--- src/rtl/mem_loader.sv ---
// Byte-stream program loader: framed big-endian 16-bit image into a word memory, XOR-checksummed.
// Optional read-back pass of the loaded words is enabled by defining LOADER_VERIFY_EN.
module mem_loader #(
  parameter int MEM_DEPTH = 1024,
  parameter int ADDR_W    = 16
) (
  input  logic              clk,
  input  logic              rst,
  input  logic [7:0]        in_data,
  input  logic              in_valid,
  output logic              in_ready,
  output logic [ADDR_W-1:0] mem_address,
  output logic [15:0]       mem_wdata,
  output logic              mem_write_en,
  output logic              mem_read_en,
  input  logic [15:0]       mem_rdata,
  output logic              busy,
  output logic              done,
  output logic              error,
  output logic [1:0]        err_code,
  output logic [15:0]       words_written
);

  typedef enum logic [3:0] {
    HDR0, HDR1, HDR2, HDR3, DATA_HI, DATA_LO, WRITE, CHK, FIN
`ifdef LOADER_VERIFY_EN
    , VERIFY
`endif
  } state_t;

  state_t            state_q;
  logic [15:0]       base_q, cnt_q, idx_q, words_q;
  logic [7:0]        hi_q, xor_q;
  logic [1:0]        err_q;
  logic              range_q;
  logic [ADDR_W-1:0] addr_q;
  logic [15:0]       wdata_q;
`ifdef LOADER_VERIFY_EN
  logic [15:0]       wxor_q, racc_q;
`endif

  logic        acc;
  logic [15:0] cnt_d, idx_d;
  logic [16:0] end_d;

  assign in_ready = !rst && (state_q == HDR0 || state_q == HDR1 || state_q == HDR2 ||
                             state_q == HDR3 || state_q == DATA_HI || state_q == DATA_LO ||
                             state_q == CHK);
  assign acc   = in_valid && in_ready;
  assign cnt_d = {cnt_q[15:8], in_data};
  assign idx_d = idx_q + 16'd1;
  // 17-bit sum so base + count can never alias back into range
  assign end_d = {1'b0, base_q} + {1'b0, cnt_d};

  assign mem_address   = addr_q;
  assign mem_wdata     = wdata_q;
  assign mem_write_en  = (state_q == WRITE);
  assign busy          = (state_q != HDR0) && (state_q != FIN);
  assign done          = (state_q == FIN) && (err_q == 2'd0);
  assign error         = (state_q == FIN) && (err_q != 2'd0);
  assign err_code      = err_q;
  assign words_written = words_q;
`ifdef LOADER_VERIFY_EN
  assign mem_read_en = (state_q == VERIFY);
`else
  logic unused_rdata;
  assign unused_rdata = ^mem_rdata;
  assign mem_read_en  = 1'b0;
`endif

  always_ff @(posedge clk or posedge rst) begin
    if (rst) begin
      state_q <= HDR0;
      base_q  <= '0;
      cnt_q   <= '0;
      idx_q   <= '0;
      words_q <= '0;
      hi_q    <= '0;
      xor_q   <= '0;
      err_q   <= '0;
      range_q <= 1'b0;
      addr_q  <= '0;
      wdata_q <= '0;
`ifdef LOADER_VERIFY_EN
      wxor_q  <= '0;
      racc_q  <= '0;
`endif
    end else begin
      case (state_q)
        HDR0: if (acc) begin
          base_q[15:8] <= in_data;
          xor_q        <= in_data;
          err_q        <= 2'd0;
          words_q      <= '0;
          state_q      <= HDR1;
        end
        HDR1: if (acc) begin
          base_q[7:0] <= in_data;
          xor_q       <= xor_q ^ in_data;
          state_q     <= HDR2;
        end
        HDR2: if (acc) begin
          cnt_q[15:8] <= in_data;
          xor_q       <= xor_q ^ in_data;
          state_q     <= HDR3;
        end
        HDR3: if (acc) begin
          cnt_q   <= cnt_d;
          xor_q   <= xor_q ^ in_data;
          range_q <= (end_d > 17'(MEM_DEPTH));
          idx_q   <= '0;
`ifdef LOADER_VERIFY_EN
          wxor_q  <= '0;
`endif
          state_q <= (cnt_d == 16'd0) ? CHK : DATA_HI;
        end
        DATA_HI: if (acc) begin
          hi_q    <= in_data;
          xor_q   <= xor_q ^ in_data;
          state_q <= DATA_LO;
        end
        DATA_LO: if (acc) begin
          xor_q <= xor_q ^ in_data;
          idx_q <= idx_d;
          // out-of-range frames are drained without touching memory
          if (range_q) begin
            state_q <= (idx_d == cnt_q) ? CHK : DATA_HI;
          end else begin
            addr_q  <= ADDR_W'(base_q + idx_q);
            wdata_q <= {hi_q, in_data};
            state_q <= WRITE;
          end
        end
        WRITE: begin
          words_q <= words_q + 16'd1;
`ifdef LOADER_VERIFY_EN
          wxor_q  <= wxor_q ^ wdata_q;
`endif
          state_q <= (idx_q == cnt_q) ? CHK : DATA_HI;
        end
        CHK: if (acc) begin
          if (range_q)               err_q <= 2'd1;
          else if (in_data != xor_q) err_q <= 2'd2;
          state_q <= FIN;
`ifdef LOADER_VERIFY_EN
          if (!range_q && in_data == xor_q && cnt_q != 16'd0) begin
            addr_q  <= ADDR_W'(base_q);
            idx_q   <= '0;
            racc_q  <= '0;
            state_q <= VERIFY;
          end
`endif
        end
`ifdef LOADER_VERIFY_EN
        VERIFY: begin
          racc_q <= racc_q ^ mem_rdata;
          if (idx_d == cnt_q) begin
            if ((racc_q ^ mem_rdata) != wxor_q) err_q <= 2'd3;
            state_q <= FIN;
          end else begin
            idx_q  <= idx_d;
            addr_q <= ADDR_W'(base_q + idx_d);
          end
        end
`endif
        FIN:     state_q <= HDR0;
        default: state_q <= HDR0;
      endcase
    end
  end

endmodule

--- config.mk ---
export PLATFORM = sky130hd
export DESIGN_NAME = mem_loader
export DESIGN_NICKNAME = d
export VERILOG_FILES = /design/src/rtl/mem_loader.sv
export SDC_FILE = /design/constraint.sdc
export NUM_CORES = 1
export LEC_CHECK = 0
export ABC_AREA = 1
export CORE_ASPECT_RATIO = 1.25
export CORE_MARGIN = 8
export CORE_UTILIZATION = 45
export CTS_CLUSTER_SIZE = 14
export DETAILED_ROUTE_END_ITERATION = 16
export DONT_BUFFER_PORTS = 1
export PLACE_DENSITY = 0.7
export SYNTH_ARGS = -nofsm -noshare
export SYNTH_HDL_FRONTEND = slang
export SYNTH_SLANG_ARGS = --single-unit
export TNS_END_PERCENT = 10
--- constraint.sdc ---
create_clock -name clk -period 14.6 [get_ports clk]
set_clock_uncertainty 0.15 [all_clocks]
set_input_delay 4.38 -clock clk [delete_from_list [all_inputs] [get_ports clk]]
set_output_delay 4.38 -clock clk [all_outputs]
set_load 0.005 [all_outputs]
==> flow_summary.toml <==
[clock_tree]
cts_tree = "yes"
clk_pin_slew_ns = 0.06
ctsHtreeMaxLevel = 4
cts_hold_buf = 0
cts_buffers = 17
ctsResizeCount = 0
clkLatencyLatePin_ns = 0.42
post_cts_buffers = 0
root_buffer = "clkbuf_16"
cts.sinks = 119
cts_max_path_buffers = 2

[drt]
vias = 6852
drc = 0
drt-initial-drc-count = 443
first_pass_iters = 5
viasPerCell = 5.32
wl_per_cell_um = 15.5
drt_wl_total_mm = 20.0
ant_nets = 0

[die]
start_util_pct = 45.6
die_h_um = 161
num_io_pins = 83
die_area_sq_mm = 0.0213
core_area_sq_mm = 0.0166
die_x_um = 132
rows = 53

[status]
status = "finished, final reports clean"

[critical_path]
crit_slowest_cell = "nor2_1"
cp-start-kind = "input port"
worstPathCellList = "nor2_1, nand2_1, inv_1"
cpPeakStageDelay_ns = 0.18
crit_family = "simple AND/OR/NAND/NOR gates"
path_max_fanout = 2
endpoint_kind = "output pin"
cp.required_ns = 10.07
crit_buf_inv = 1
path_class = "input port to output pin"
worstPathArrival_ns = 4.72

[synthesis]
ys.flop_type = "dfrtp_1"
synth.top_cell.area_share_pct = 39.2
ys_top_cells_by_count = "nand2_1 (302), inv_1 (129), dfrtp_1 (119)"
synth_cell_types = 41
async_reset_ff_share_pct = 100
yosysMostFrequentCell = "nand2_1"
mappedNetlistArea_sq_mm = 0.00759
synth_nets = 1119
synth-seq-cells = 119
synthCells = 1057
avgSynthCellArea_sq_um = 7.18
synth-seq-area-share_pct = 39.2
ys_warn_count = 0
synth.area.top_cells = "dfrtp_1 (39%), nand2_1 (15%), inv_1 (6.4%)"
synth_edf_count = 0
synth_top_area_cell = "dfrtp_1"

[grt]
grt_pass1_wl_mm = 32.5
grt_usage_pct = 19.1
grt_pass1_vias = 6442
grt_max_degree = 61
antenna_found_initial = 0
grt_overflow = 0

[sta]
timing.fmax_mhz = 108
fin_crit_ns = 9.25
setup_viol = 0
rsz0062_at_grt = "false"
fin_crit_sh_pct = 63.4
max_slew_margin_pct = 28.0
worst_pin_slew_ns = 1.08
final-hold-violation-count = 0
fin_tns_setup_ns = 0
slew_violations = 0

[finish]
antennaDiodeCount = 0
final_nets = 1117
drive_gt1_share_pct = 5.90
area_growth_pct = 9.72
final_core_util_pct = 50.0

[pwr]
power.density_mw_per_mm2 = 215
static-leakage-power_nw = 4.06
ir_drop_v = 0.000115

[placed_design]
dpl.hpwl_mm = 14.9
place.gp.congestion = 0.908
portBuffers = 0

[worst_hold_path]
hp-class = "flop to flop"

[flow_run]
max_cap_violations = 0
==> power by group <==
part	leakage, nW	switching [W]	internal (W)
registers	1.51	0.000142	0.000454
clock network	0.284	0.000162	0.000257
logic	2.26	0.000490	0.000287
total	4.06	0.000794	0.000998
==> cells by family (layout without fill, tap and decap cells) <==
kind of cell    count (synthesis)  in the layout  synth area share (%)
compound gates                166            166                  12.0
flops                         119            119                  39.2
buf+inv                       158            169                  8.52
other cells                     1              1                0.0494
fa+ha+maj                      35             35                  5.97
simple gates                  548            548                  30.8
xor+xnor                       30             30                  3.46
==> flip-flops by register name (all words and copies together) (netlist names) <==
| signal | count |
|---|---|
| base_q | 16 |
| cnt_q | 16 |
| idx_q | 16 |
| mem_address | 16 |
| mem_wdata | 16 |
| words_written | 16 |
| hi_q | 8 |
| xor_q | 8 |
| state_q | 4 |
| err_code | 2 |
| range_q | 1 |
==> cells in the final DEF (no fill, tap or decap), types with 2 or more instances in the layout <==
| cell | n |
|---|---|
| nand2_1 | 302 |
| nor4_1 | 5 |
| nor3_1 | 14 |
| nand3_1 | 76 |
| xor2_1 | 19 |
| a22oi_1 | 2 |
| dfrtp_1 | 119 |
| nand3b_1 | 4 |
| nor2_4 | 4 |
| o21ai_1 | 24 |
| inv_2 | 7 |
| clkbuf_16 | 17 |
| ha_1 | 33 |
| clkinvlp_4 | 2 |
| nor2_2 | 10 |
| clkinv_2 | 2 |
| or2_2 | 2 |
| nor2_1 | 107 |
| fa_1 | 2 |
| o31ai_1 | 3 |
| clkinv_4 | 4 |
| xnor2_1 | 11 |
| o21ai_0 | 59 |
| inv_6 | 3 |
| bufinv_16 | 2 |
| a21oi_1 | 47 |
| a31oi_1 | 15 |
| a21boi_0 | 2 |
| o211ai_1 | 2 |
| nand4_1 | 16 |
| nand2_2 | 3 |
| inv_1 | 128 |
| o21bai_1 | 4 |
| o22ai_1 | 5 |
==> routing by layer <==
metal | wire, um | GRT usage, %
met5 | 0 | 0
met2 | 9580 | 31.8
met3 | 1260 | 4.32
met4 | 550 | 8.38
met1 | 8570 | 23.2
==> metrics by stage <==
| stage | total power, W | instance area, sq um | hold WS, ns | instances | worst slack (ns) |
|---|---|---|---|---|---|
| 4_1_cts | 0.00180 | 8330 | 0.361 | 1288 | 5.34 |
| 3_3_place_gp | 0.00136 | 7740 | 0.342 | 1256 | 5.35 |
| 3_5_place_dp | 0.00137 | 7740 | 0.352 | 1256 | 5.34 |
| 2_1_floorplan | 0.00118 | 7590 | 0.314 | 1057 | 5.37 |
| 5_1_grt | 0.00195 | 8330 | 0.376 | 1288 | 5.33 |
| 6_report | 0.00179 | 8330 | 0.349 | 1288 | 5.35 |
==> worst paths after layout <==
| kind | depth (start not counted) | endpoint | slack, ns | startpoint |
|---|---|---|---|---|
| worst max-delay path | 3 | in_ready | 5.35 | rst |
| worst min-delay path | 1 | words_written[15] | 0.35 | words_written[15] |
| worst max register to register | 11 | mem_address[10] | 11.72 | idx_q[0] |
| worst min register to register | 1 | words_written[15] | 0.35 | words_written[15] |
| max in group asynchronous | 2 | mem_address[3] | 9.24 | rst |
| min in group asynchronous | 1 | err_code[1] | 3.83 | rst |
==> area by class of cell <==
cell class              count  area [sq um]
clock buffers              19           443
repair buffers              1          7.51
well taps                 220           275
multi-input cells         780          3970
inverters                 136           513
flip-flops and latches    119          2980
fillers                  1619          8310
clock inverters            13           146
(Power assumes the default switching activity.)
